===== src/rtl/frame_buffer_loader.sv =====
// Frame buffer loader: streams one frame from an AXI4-Stream slave into a
// beat-wide memory write port. Framing is checked against the configured
// resolution: short frames stop early, long frames are drained and discarded.
module frame_buffer_loader #(
    parameter int NUMBER_OF_PIXELS_PER_BEAT = 1,
    parameter int NUMBER_OF_SUB_PIXELS      = 4,
    parameter int SUB_PIXEL_WIDTH           = 8,
    parameter int X_BIT_WIDTH               = 11,
    parameter int Y_BIT_WIDTH               = 11,
    parameter int FRAMEBUFFER_SIZE_IN_WORDS = 18,
    localparam int PW = NUMBER_OF_SUB_PIXELS * SUB_PIXEL_WIDTH,
    localparam int SW = NUMBER_OF_PIXELS_PER_BEAT * PW,
    localparam int MW = NUMBER_OF_PIXELS_PER_BEAT * NUMBER_OF_SUB_PIXELS,
    localparam int AW = FRAMEBUFFER_SIZE_IN_WORDS - $clog2(NUMBER_OF_PIXELS_PER_BEAT)
) (
    input  logic                            clk,
    input  logic                            reset,
    input  logic [X_BIT_WIDTH-1:0]          confXResolution,
    input  logic [Y_BIT_WIDTH-1:0]          confYResolution,
    input  logic [NUMBER_OF_SUB_PIXELS-1:0] confMask,
    input  logic                            apply,
    input  logic                            cmdLoad,
    output logic                            applied,
    output logic                            error,
    input  logic                            s_axis_tvalid,
    output logic                            s_axis_tready,
    input  logic                            s_axis_tlast,
    input  logic [SW-1:0]                   s_axis_tdata,
    output logic                            mem_wvalid,
    input  logic                            mem_wready,
    output logic [AW-1:0]                   mem_waddr,
    output logic [SW-1:0]                   mem_wdata,
    output logic [MW-1:0]                   mem_wstrb
);

    localparam int LOG2_PPB = $clog2(NUMBER_OF_PIXELS_PER_BEAT);
    // Wide enough for the full product and never narrower than AW.
    localparam int PRODW    = X_BIT_WIDTH + Y_BIT_WIDTH + AW;

    typedef enum logic [1:0] {
        IDLE  = 2'd0,
        LOAD  = 2'd1,
        DRAIN = 2'd2,
        FLUSH = 2'd3
    } state_t;

    state_t                    state_q, state_d;
    logic                      applied_q, applied_d;
    logic                      error_q, error_d;
    logic                      wvalid_q, wvalid_d;
    logic [AW-1:0]             count_q, count_d;
    logic [AW-1:0]             size_q, size_d;
    logic [NUMBER_OF_SUB_PIXELS-1:0] mask_q, mask_d;
    logic [AW-1:0]             waddr_q, waddr_d;
    logic [SW-1:0]             wdata_q, wdata_d;
    logic [MW-1:0]             wstrb_q, wstrb_d;

    logic [PRODW-1:0]          area;
    logic [AW-1:0]             size_calc;
    logic [MW-1:0]             strb_rep;
    logic                      tready;
    logic                      accept;
    logic                      last_beat;

    // Frame size in beats; truncation to AW bits is intentional.
    assign area      = PRODW'(confXResolution) * PRODW'(confYResolution);
    assign size_calc = AW'(area >> LOG2_PPB);

    // One copy of the latched sub-pixel mask per pixel in the beat.
    genvar gi;
    generate
        for (gi = 0; gi < NUMBER_OF_PIXELS_PER_BEAT; gi++) begin : g_strb
            assign strb_rep[gi*NUMBER_OF_SUB_PIXELS +: NUMBER_OF_SUB_PIXELS] = mask_q;
        end
    endgenerate

    assign last_beat = (count_q == (size_q - AW'(1)));

    // Stream ready: backpressured by the single-entry write holding register.
    always_comb begin
        tready = 1'b0;
        case (state_q)
            LOAD:    tready = !wvalid_q || mem_wready;
            DRAIN:   tready = 1'b1;
            default: tready = 1'b0;
        endcase
        if (reset) begin
            tready = 1'b0;
        end
    end

    assign accept = s_axis_tvalid && tready;

    // Next-state and datapath update for the load sequence.
    always_comb begin
        state_d   = state_q;
        applied_d = applied_q;
        error_d   = error_q;
        count_d   = count_q;
        size_d    = size_q;
        mask_d    = mask_q;
        waddr_d   = waddr_q;
        wdata_d   = wdata_q;
        wstrb_d   = wstrb_q;
        // A pending write retires on mem_wready unless refilled below.
        wvalid_d  = wvalid_q && !mem_wready;

        case (state_q)
            IDLE: begin
                size_d  = size_calc;
                mask_d  = confMask;
                count_d = '0;
                if (apply && cmdLoad) begin
                    applied_d = 1'b0;
                    error_d   = 1'b0;
                    if (size_calc == '0) begin
                        // Nothing fits: swallow the frame and flag it.
                        error_d = 1'b1;
                        state_d = DRAIN;
                    end else begin
                        state_d = LOAD;
                    end
                end
            end
            LOAD: begin
                if (accept) begin
                    wvalid_d = 1'b1;
                    waddr_d  = count_q;
                    wdata_d  = s_axis_tdata;
                    wstrb_d  = strb_rep;
                    count_d  = count_q + AW'(1);
                    if (s_axis_tlast) begin
                        if (!last_beat) begin
                            error_d = 1'b1;
                        end
                        state_d = FLUSH;
                    end else if (last_beat) begin
                        error_d = 1'b1;
                        state_d = DRAIN;
                    end
                end
            end
            DRAIN: begin
                if (accept && s_axis_tlast) begin
                    state_d = FLUSH;
                end
            end
            FLUSH: begin
                // Complete in the same cycle the last write is acknowledged.
                if (!wvalid_q || mem_wready) begin
                    wvalid_d  = 1'b0;
                    applied_d = 1'b1;
                    state_d   = IDLE;
                end
            end
            default: state_d = IDLE;
        endcase
    end

    // Control registers with synchronous reset.
    always_ff @(posedge clk) begin
        if (reset) begin
            state_q   <= IDLE;
            applied_q <= 1'b1;
            error_q   <= 1'b0;
            wvalid_q  <= 1'b0;
            count_q   <= '0;
        end else begin
            state_q   <= state_d;
            applied_q <= applied_d;
            error_q   <= error_d;
            wvalid_q  <= wvalid_d;
            count_q   <= count_d;
        end
    end

    // Datapath registers; contents are don't-care while not valid.
    always_ff @(posedge clk) begin
        size_q  <= size_d;
        mask_q  <= mask_d;
        waddr_q <= waddr_d;
        wdata_q <= wdata_d;
        wstrb_q <= wstrb_d;
    end

    assign s_axis_tready = tready;
    assign applied       = applied_q;
    assign error         = error_q;
    assign mem_wvalid    = wvalid_q;
    assign mem_waddr     = waddr_q;
    assign mem_wdata     = wdata_q;
    assign mem_wstrb     = wstrb_q;

endmodule


===== config.mk =====
export PLATFORM = sky130hd
export DESIGN_NAME = frame_buffer_loader
export DESIGN_NICKNAME = d
export VERILOG_FILES = /design/src/rtl/frame_buffer_loader.sv
export SDC_FILE = /design/constraint.sdc
export NUM_CORES = 1
export LEC_CHECK = 0
export CAP_MARGIN = 20
export CORE_UTILIZATION = 40
export CTS_BUF_LIST = sky130_fd_sc_hd__clkbuf_16
export DETAILED_ROUTE_END_ITERATION = 16
export GPL_TIMING_DRIVEN = 0
export SYNTH_ARGS = -nofsm -noshare
export SYNTH_HDL_FRONTEND = slang
export SYNTH_SLANG_ARGS = --single-unit

===== constraint.sdc =====
create_clock -name clk -period 6.7 [get_ports clk]
set_clock_uncertainty 0.2 [all_clocks]
set_input_delay 1.005 -clock clk [delete_from_list [all_inputs] [get_ports clk]]
set_output_delay 1.005 -clock clk [all_outputs]
set_load 0.02 [all_outputs]

==> flow_summary.toml <==
[place]
globalplace.congestion = 0.8456
dp_hpwl_mm = 13.41
port_buffers = 117
dpl_cell_area_mm2 = 0.009323

[critical_path]
cp_slowest_cell = "fa_1"
crit_family = "adder cells"
reg2regPathDepth = 10
cp.required_ns = 6.71
cp-end-kind = "flop"
crit_type = "input pin to flop"
crit_path_start_kind = "input pin"
worstPathArrival_ns = 6.44
cpPeakStageDelay_ns = 0.59
cp_num_buf_inv = 6
critical_path_peak_fanout = 10
critical_path.cell_chain = "clkdlybuf4s50_1 > buf_4 > nand2_1 > fa_1 > fa_1 > fa_1 > inv_1 > fa_1 > inv_1 > fa_1 > inv_1 > ha_2 > a2111oi_4 > o21ai_2 > and3_1 > a311o_1 > o21ai_0 > nor4b_2 > buf_4 > a21boi_0 > nor4_2"
cp.depth = 21
critPathMostFrequentCell = "fa_1"

[sta]
final-setup-viol-count = 0
drv_slew = 0
slew_headroom = 0.5986
fmax_mhz = 155.7
min_period_ns = 6.425
tightest_slew_ns = 0.5970
finalCritPeriodShare = 0.9589
timing.hold.ws_ns = 0.2217
finalHoldViolations = 0

[power]
p_leak_nw = 4.018
ir_drop_mv = 0.1707
power_density_mw_per_mm2 = 361.1

[yosys]
ys_seq_area_frac = 0.3526
synth_compound_area_frac = 0.07077
synth-adder-area-share = 0.2718
synth_area_per_cell_um2 = 10.25
synth_xor_xnor_area_share = 0.05968
synth_top_family_by_area = "adder cells"
synth_nets = 948
yosys_register_bits = 99
synth.distinct_cells = 65
ys_async_sr_fraction = 0
ys.flop_type = "edfxtp_1"
synth-simple-area-share = 0.1737
synth.cell_area_mm2 = 0.007779
ys_warn_count = 0
synthMuxAreaShare = 0
synth_edf_count = 76
synthCells = 759

[clocking]
clkSinkCount = 99
path_clk_slew_ns = 0.07
h-tree-depth = 3
root_buffer = "clkbuf_16"
cts_tree = "built"
cts_buffers = 9
cts_buffer_depth = 2
clock_latency_ns = 0.34

[routing]
vias = 5631
wl_mm = 16.56
ant_nets = 0
drt_iter0_markers = 257
via_per_inst = 4.892
routedWlPerCell_um = 14.39
drc_errors = 0
firstDrtPassIters = 4

[status]
status = "finished clean"

[global_route]
track_usage = 0.1760
grt.overflow.total = 0
grt_pass1_wl_mm = 27.94
antenna_found_initial = 0
first_global_vias = 5669
grt_max_degree = 46

[floorplanning]
start_util = 0.4117
core_mm2 = 0.01889
design.die.area_mm2 = 0.02001
ios = 123
rows = 50
die_y_um = 141.5
die_x_um = 141.5

[finish]
final_area_mm2 = 0.009723
syn2layout_area_growth_pct = 25.00
finalNetCount = 1075
final_layout_size_suffix_gt1_frac = 0.06061
diodes = 0

[hold_path]
min_path_type = "flop to flop"
whs_path_depth = 0

[job]
cap_viol_max_count = 0
-- power breakdown --
part	internal, W	switching (W)	total (W)	leakage, nW
Clock	0.000289	0.000221	0.000509	0.145
Combinational	0.000907	0.00116	0.00206	2.95
Sequential	0.000841	0.0000961	0.000937	0.925
-- metrics by stage --
stage | power [W] | cells | TNS, ns | util | setup WS [ns]
6_report | 0.003511 | 1151 | 0 | 0.5146 | 0.2753
5_1_grt | 0.003863 | 1151 | -0.0006062 | 0.5146 | -0.0006062
4_1_cts | 0.003452 | 1153 | 0 | 0.5113 | 0.01562
3_5_place_dp | 0.002903 | 1138 | -3.169 | 0.4934 | -0.9557
3_3_place_gp | 0.002845 | 1136 | -2.904 | 0.4909 | -0.8900
2_1_floorplan | 0.002420 | 759 | 0 | - | 0.3187
-- synth_stat cells (all sizes together), types with 2 or more instances --
cell	n	share of area
nor2b	5	0.0040
a2111oi	2	0.0031
o21ai	17	0.011
a211oi	3	0.0029
o31a	2	0.0023
and2	60	0.048
nand3b	2	0.0019
a21oi	19	0.012
nand2	81	0.039
nand2b	8	0.0064
a31oi	3	0.0024
dfxtp	23	0.059
and3	6	0.0048
fa	75	0.19
xor2	25	0.028
or4b	2	0.0026
o31ai	4	0.0039
clkbuf	27	0.013
nor4	6	0.0072
o311ai	2	0.0023
nand3	11	0.0071
or3	5	0.0040
xnor2	28	0.032
nor2	37	0.018
ha	49	0.079
edfxtp	76	0.29
a21boi	2	0.0019
nand4	10	0.0088
o2111ai	4	0.0045
nor3	8	0.0058
inv	115	0.055
nor3b	4	0.0039
a311oi	2	0.0023
buf	5	0.0029
or4	5	0.0053
o211ai	3	0.0029
o21a	4	0.0039
-- final cells by class --
type	instances	area (um2)
Buffer	27	142.6
Clock buffer	9	225.2
Clock inverter	7	70.07
Fill cell	1778	9170
Inverter	115	431.7
Multi-Input combinational cell	513	4548
Sequential cell	99	2743
Tap cell	260	325.3
Timing Repair Buffer	121	1237
-- cell families (layout without fill, tap and decap cells) --
group           count (synthesis)  in the layout
compound gates                 80             80
xor+xnor                       53             53
fa+ha+maj                     124            124
buf+inv                       147            279
flops                          99             99
simple gates                  256            256
-- state kept, by name, indices dropped and copies added (netlist names) --
name and cells:
applied 1, count_q 18, error 1, mask_q 4, mem_waddr 18, mem_wdata 32, mem_wstrb 4, mem_wvalid 1
size_q 18, state_q 2
-- final timing paths --
path / startpoint / to / slack [ns]
min: mask_q[1] / mem_wstrb[1] / 0.22
max reg2reg: size_q[0] / state_q[1] / 3.46
min reg2reg: mask_q[1] / mem_wstrb[1] / 0.22
max: confYResolution[2] / error / 0.28
-- placed cells by master (no fill, tap or decap), types with 5 or more instances in the layout --
cell             instances
inv_1                  116
clkdlybuf4s50_1        114
nand2_1                 81
edfxtp_1                76
fa_1                    75
and2_1                  60
ha_1                    47
nor2_1                  37
xnor2_1                 28
xor2_1                  25
dfxtp_1                 23
a21oi_1                 19
o21ai_0                 13
clkbuf_1                11
nand3_1                 11
nand4_1                  9
clkbuf_16                9
nand2b_1                 8
nor3_1                   7
clkbuf_4                 6
buf_2                    5
buf_4                    5
and3_1                   5
nor2b_1                  5
or3_1                    5
-- metal layers --
layer,GRT usage,vias to the layer above,part of all wire,routed length [um]
met5,0,-,0,0
met4,0.04527,0,0.015,248
met3,0.02632,16,0.036,598
met2,0.3114,109,0.49,8194
met1,0.2254,2753,0.45,7519
li1,-,2753,-,-
-- repair_timing --
| item | in CTS | in global routing |
|---|---|---|
| hold buffers | 0 | 0 |
| setup endpoints to repair | 3 | 3 |
| pin swaps | 1 | 1 |
| resized for setup | 20 | 27 |
| setup buffers | 1 | 1 |
| cloned | 0 | 0 |
Note: power is estimated with default switching activity, not from simulation.
==> RTL change 1, RTL diff (config.mk and constraints unchanged) <==
`Y_BIT_WIDTH`: 11 -> 15.
--- a/src/rtl/frame_buffer_loader.sv
+++ b/src/rtl/frame_buffer_loader.sv
@@ -7,5 +7,5 @@
     parameter int SUB_PIXEL_WIDTH           = 8,
     parameter int X_BIT_WIDTH               = 11,
-    parameter int Y_BIT_WIDTH               = 11,
+    parameter int Y_BIT_WIDTH               = 15,
     parameter int FRAMEBUFFER_SIZE_IN_WORDS = 18,
     localparam int PW = NUMBER_OF_SUB_PIXELS * SUB_PIXEL_WIDTH,
Ports: changed (resized confYResolution); port bits go from 123 to 127. No check against the original RTL was run, so the function may have changed too.
==> RTL change 1 against the original RTL <==
Routed wire length up 10%. Sequential cell count unchanged. Total power up 25%. Setup slack better by 0.026 ns. Area after synthesis up 8.3%. Synthesized cell count up 8.0%. Die area up 8.1%. Cell area up 7.9%. Non-clock buffer count up 6. Critical path type unchanged.
==> RTL change 1: results (changes against the original RTL) <==
run_status:
  status: "finished clean"
min_path:
  hold_path.startpoint: "mask_q[0]"
  hold_path_end: "mem_wstrb[0]"
drt:
  dr_wl_met3_um: 962  # +61%
  drt-met1-wl_um: 7780  # +3.5%
  drtIter0Drc: 277  # +7.8%
  vias_per_cell: 4.90  # +0.18%
  dr_wl_met2_um: 9260  # +13%
  vias: 6033  # +7.1%
finish:
  seq_share: 0.261  # -0.0207
  fin_area_um2: 10500  # +7.9%
  multi_input_area_share: 0.490  # +0.0223
  buf_share: 0.141  # -0.00111
  fill_cells: 1898  # +6.7%
  signal_buffers: 154  # +4.1%
  drive_gt1_frac: 0.0697  # +0.00911
placed_design:
  gp_congestion: 0.849  # +0.38%
  place_inst: 1213  # +6.6%
  io_buffers: 122  # +4.3%
  hpwl_um: 14600  # +8.9%
  pre_cts_slack_ns: -1.05  # -0.0956 ns
logic_synthesis:
  ys_types: 68  # +4.6%
  yosys-top-cells-count: "inv_1, fa_1, nand2_1, and2_1, edfxtp_1"
  syn-num-nets: 1022  # +7.8%
  syn_avg_cell_area_um2: 10.3  # +0.21%
  ys_top_cells_by_area: "edfxtp_1, fa_1, ha_1"
worst_setup_path:
  cp_max_fo: 7  # -3
  r2r_setup_slack_ns: 3.41  # -0.05 ns
  worst_r2r_endpoint: "error"
  critPathCapture: "state_q[0]"
grt:
  first_global_vias: 6108  # +7.7%
  met2_usage: 0.319  # +0.00774
  grt_use_total: 0.176  # about the same
  use_met3: 0.0261  # -0.000238
  grt_pass1_wl_um: 30500  # +9.3%
pwr:
  power.total_w: 0.00440  # +25%
  intPower_w: 0.00243  # +19%
  ir_drop_uv: 379  # +120%
sta:
  fin_hold_ws_ns: 0.223  # +0.000788 ns
die:
  tapCellCount: 270  # +3.8%
-- RTL change 1: timing repair --
| item | CTS | global route |
|---|---|---|
| pin swaps | 2 | 4 |
| buffers inserted | 2 | 1 |
| gates resized for setup | 25 | 34 |
| setup endpoints to repair | 4 | 3 |
-- RTL change 1: worst max-delay path: stages --
cell and delay [ns]:
clkdlybuf4s50_1 0.59, and2_1 0.26, fa_1 0.47, inv_1 0.05
fa_1 0.47, fa_1 0.52, fa_1 0.56, inv_1 0.06
fa_1 0.52, ha_2 0.40, inv_1 0.10, a2111oi_4 0.32
nor4b_2 0.28, o211ai_1 0.21, nor4_2 0.29, buf_4 0.16
a211o_1 0.11, mux2i_1 0.06
-- RTL change 1: kinds of logic (layout without fill, tap and decap cells) --
family	Yosys count	in the layout	synth area share
simple gates	290	290	0.187
buf+inv	156	297	0.0718
fa+ha+maj	133	133	0.279
flops	99	99	0.326
compound gates	80	80	0.0710
xor+xnor	56	56	0.0582
mux	6	6	0.00758
==> RTL change 2, RTL diff (same flow settings) <==
Made on the original files. Re-encode `state_t` (4 states) as Gray code, 2 bits wide.
--- a/src/rtl/frame_buffer_loader.sv
+++ b/src/rtl/frame_buffer_loader.sv
@@ -39,8 +39,8 @@
 
     typedef enum logic [1:0] {
-        IDLE  = 2'd0,
-        LOAD  = 2'd1,
-        DRAIN = 2'd2,
-        FLUSH = 2'd3
+        IDLE  = 2'b00,
+        LOAD  = 2'b01,
+        DRAIN = 2'b11,
+        FLUSH = 2'b10
     } state_t;
 
Check against the original RTL: no difference found for any inputs over 4 cycles, from zero or initial values and one cycle with reset high; so few cycles prove little.
==> RTL change 2 against the original RTL <==
Largest power group unchanged. Sequential cell count unchanged. First-iteration DRC count decreased by 12%. Cell area increased by 2.1%. Setup slack got worse by 0.025 ns. Routed wire length decreased by 3.7%. Largest cell class unchanged. Critical endpoint unchanged. Sequential share of layout area decreased by 0.58 points. Total power increased by 3.2%. Area after synthesis about the same.
==> RTL change 2: results (changes against the original RTL) <==
worst_setup_path:
  max_stage_delay_ns: 0.54  # -0.05 ns
  worst_r2r_endpoint: "error"
  cp_max_fo: 7  # -3
  reg2regPathDepth: 12  # +2
  arrival_ns: 6.51  # +0.07 ns
finish:
  antennaDiodeCount: 0  # unchanged
  drive_gt1_frac: 0.0871  # +0.0265
  final_cells: 1167  # +1.4%
  fin_nets: 1091  # +1.5%
logic_synthesis:
  ys_top_cells_by_area: "edfxtp_1, fa_1, ha_1"
  synthArstFlopShare: 0  # unchanged
  seq_area_frac_synth: 0.352  # about the same
  yosys-top-cells-count: "inv_1, nand2_1, edfxtp_1, fa_1, and2_1"
  syn-num-nets: 946  # -0.21%
  synth_cells: 757  # -0.26%
placed_design:
  hpwl_um: 12500  # -6.5%
  gp_congestion: 0.804  # -4.9%
min_path:
  hold_path_end: "mem_wstrb[2]"
  hold_path.startpoint: "mask_q[2]"
sta:
  worstMarginPinSlew_ns: 0.848  # +0.251 ns
pwr:
  p_leak_nw: 4.05  # +0.85%
  ir_drop_uv: 241  # +41%
cts:
  clockRootBuffer: "clkbuf_16"
drt:
  drtIter0Drc: 227  # -12%
  wl_um: 16000  # -3.7%
  drtPass1Iterations: 5  # +1
grt:
  grt_pass1_wl_um: 26000  # -6.8%
  grt_use_total: 0.163  # -0.0133
  first_global_vias: 5355  # -5.5%
  grt_max_degree: 43  # -6.5%
run_status:
  status: "finished clean"
## RTL change 2: cell types whose count changed after synthesis, sizes merged, moves of 5 or more
cell	unedited run	this run
xor2	25	18
nand2	81	86
xnor2	28	33
nor3	8	16
nor2	37	32
nor4	6	14
## RTL change 2: through the flow
step                      instance area, um^2  setup slack [ns]  hold slack [ns]  total power (W)
after floorplan                          7780             0.350            0.200          0.00241
after global routing                     9930          -0.00855            0.232          0.00396
after global placement                   9280            -0.886            0.203          0.00283
final                                    9930             0.251            0.219          0.00362
after CTS                                9650          0.000334            0.224          0.00343
after detailed placement                 9310            -0.877            0.207          0.00285
## RTL change 2: worst max path at each step
| stage | from | endpoint | cells past startpoint |
|---|---|---|---|
| 6_report | confYResolution[4] | error | 22 |
| 5_1_grt | confYResolution[4] | error | 22 |
| 4_1_cts | confYResolution[2] | state_q[1] | 20 |
| 3_5_place_dp | confXResolution[7] | state_q[1] | 20 |
| 3_3_place_gp | confXResolution[7] | state_q[1] | 20 |
| 2_1_floorplan | confYResolution[2] | state_q[1] | 19 |
## RTL change 2: logic make-up (layout without fill, tap and decap cells)
logic type	Yosys count	in the layout	synth area share
AOI/OAI and AO/OA	76	76	0.0685
xor gates and xnor gates	51	51	0.0574
adders and majority gates	124	124	0.272
buffers and inverters	148	298	0.0746
DFF	99	99	0.352
muxes	2	2	0.00257
and+or+nand+nor	257	257	0.173
## RTL change 2: cell type report
cell class / instances / area (um^2)
buffer: 30 / 201
clock buffer: 9 / 225
clock inverter: 7 / 73.8
fill: 1735 / 8970
inverter: 116 / 435
multi-input combinational: 510 / 4590
sequential: 99 / 2740
tap: 260 / 325
timing repair buffer: 136 / 1330
## RTL change 2: power breakdown
group	internal (W)	switching (W)
registers	0.000853	0.0000782
logic	0.000976	0.00120
clock network	0.000292	0.000225
## RTL change 2: timing repair
action	CTS	global route
pin swaps	0	8
setup endpoints to repair	2	2
resized for setup	21	44
hold buffers	0	0
setup buffers	0	17
## RTL change 2: per-layer routing
metal | share of wire | routed length (um) | vias up | global-route usage
li1 | - | - | 2790 | -
met1 | 0.46 | 7350 | 2651 | 0.206
met2 | 0.49 | 7810 | 112 | 0.291
met3 | 0.035 | 563 | 18 | 0.0202
met4 | 0.015 | 233 | 0 | 0.0475
met5 | 0 | 0 | - | 0
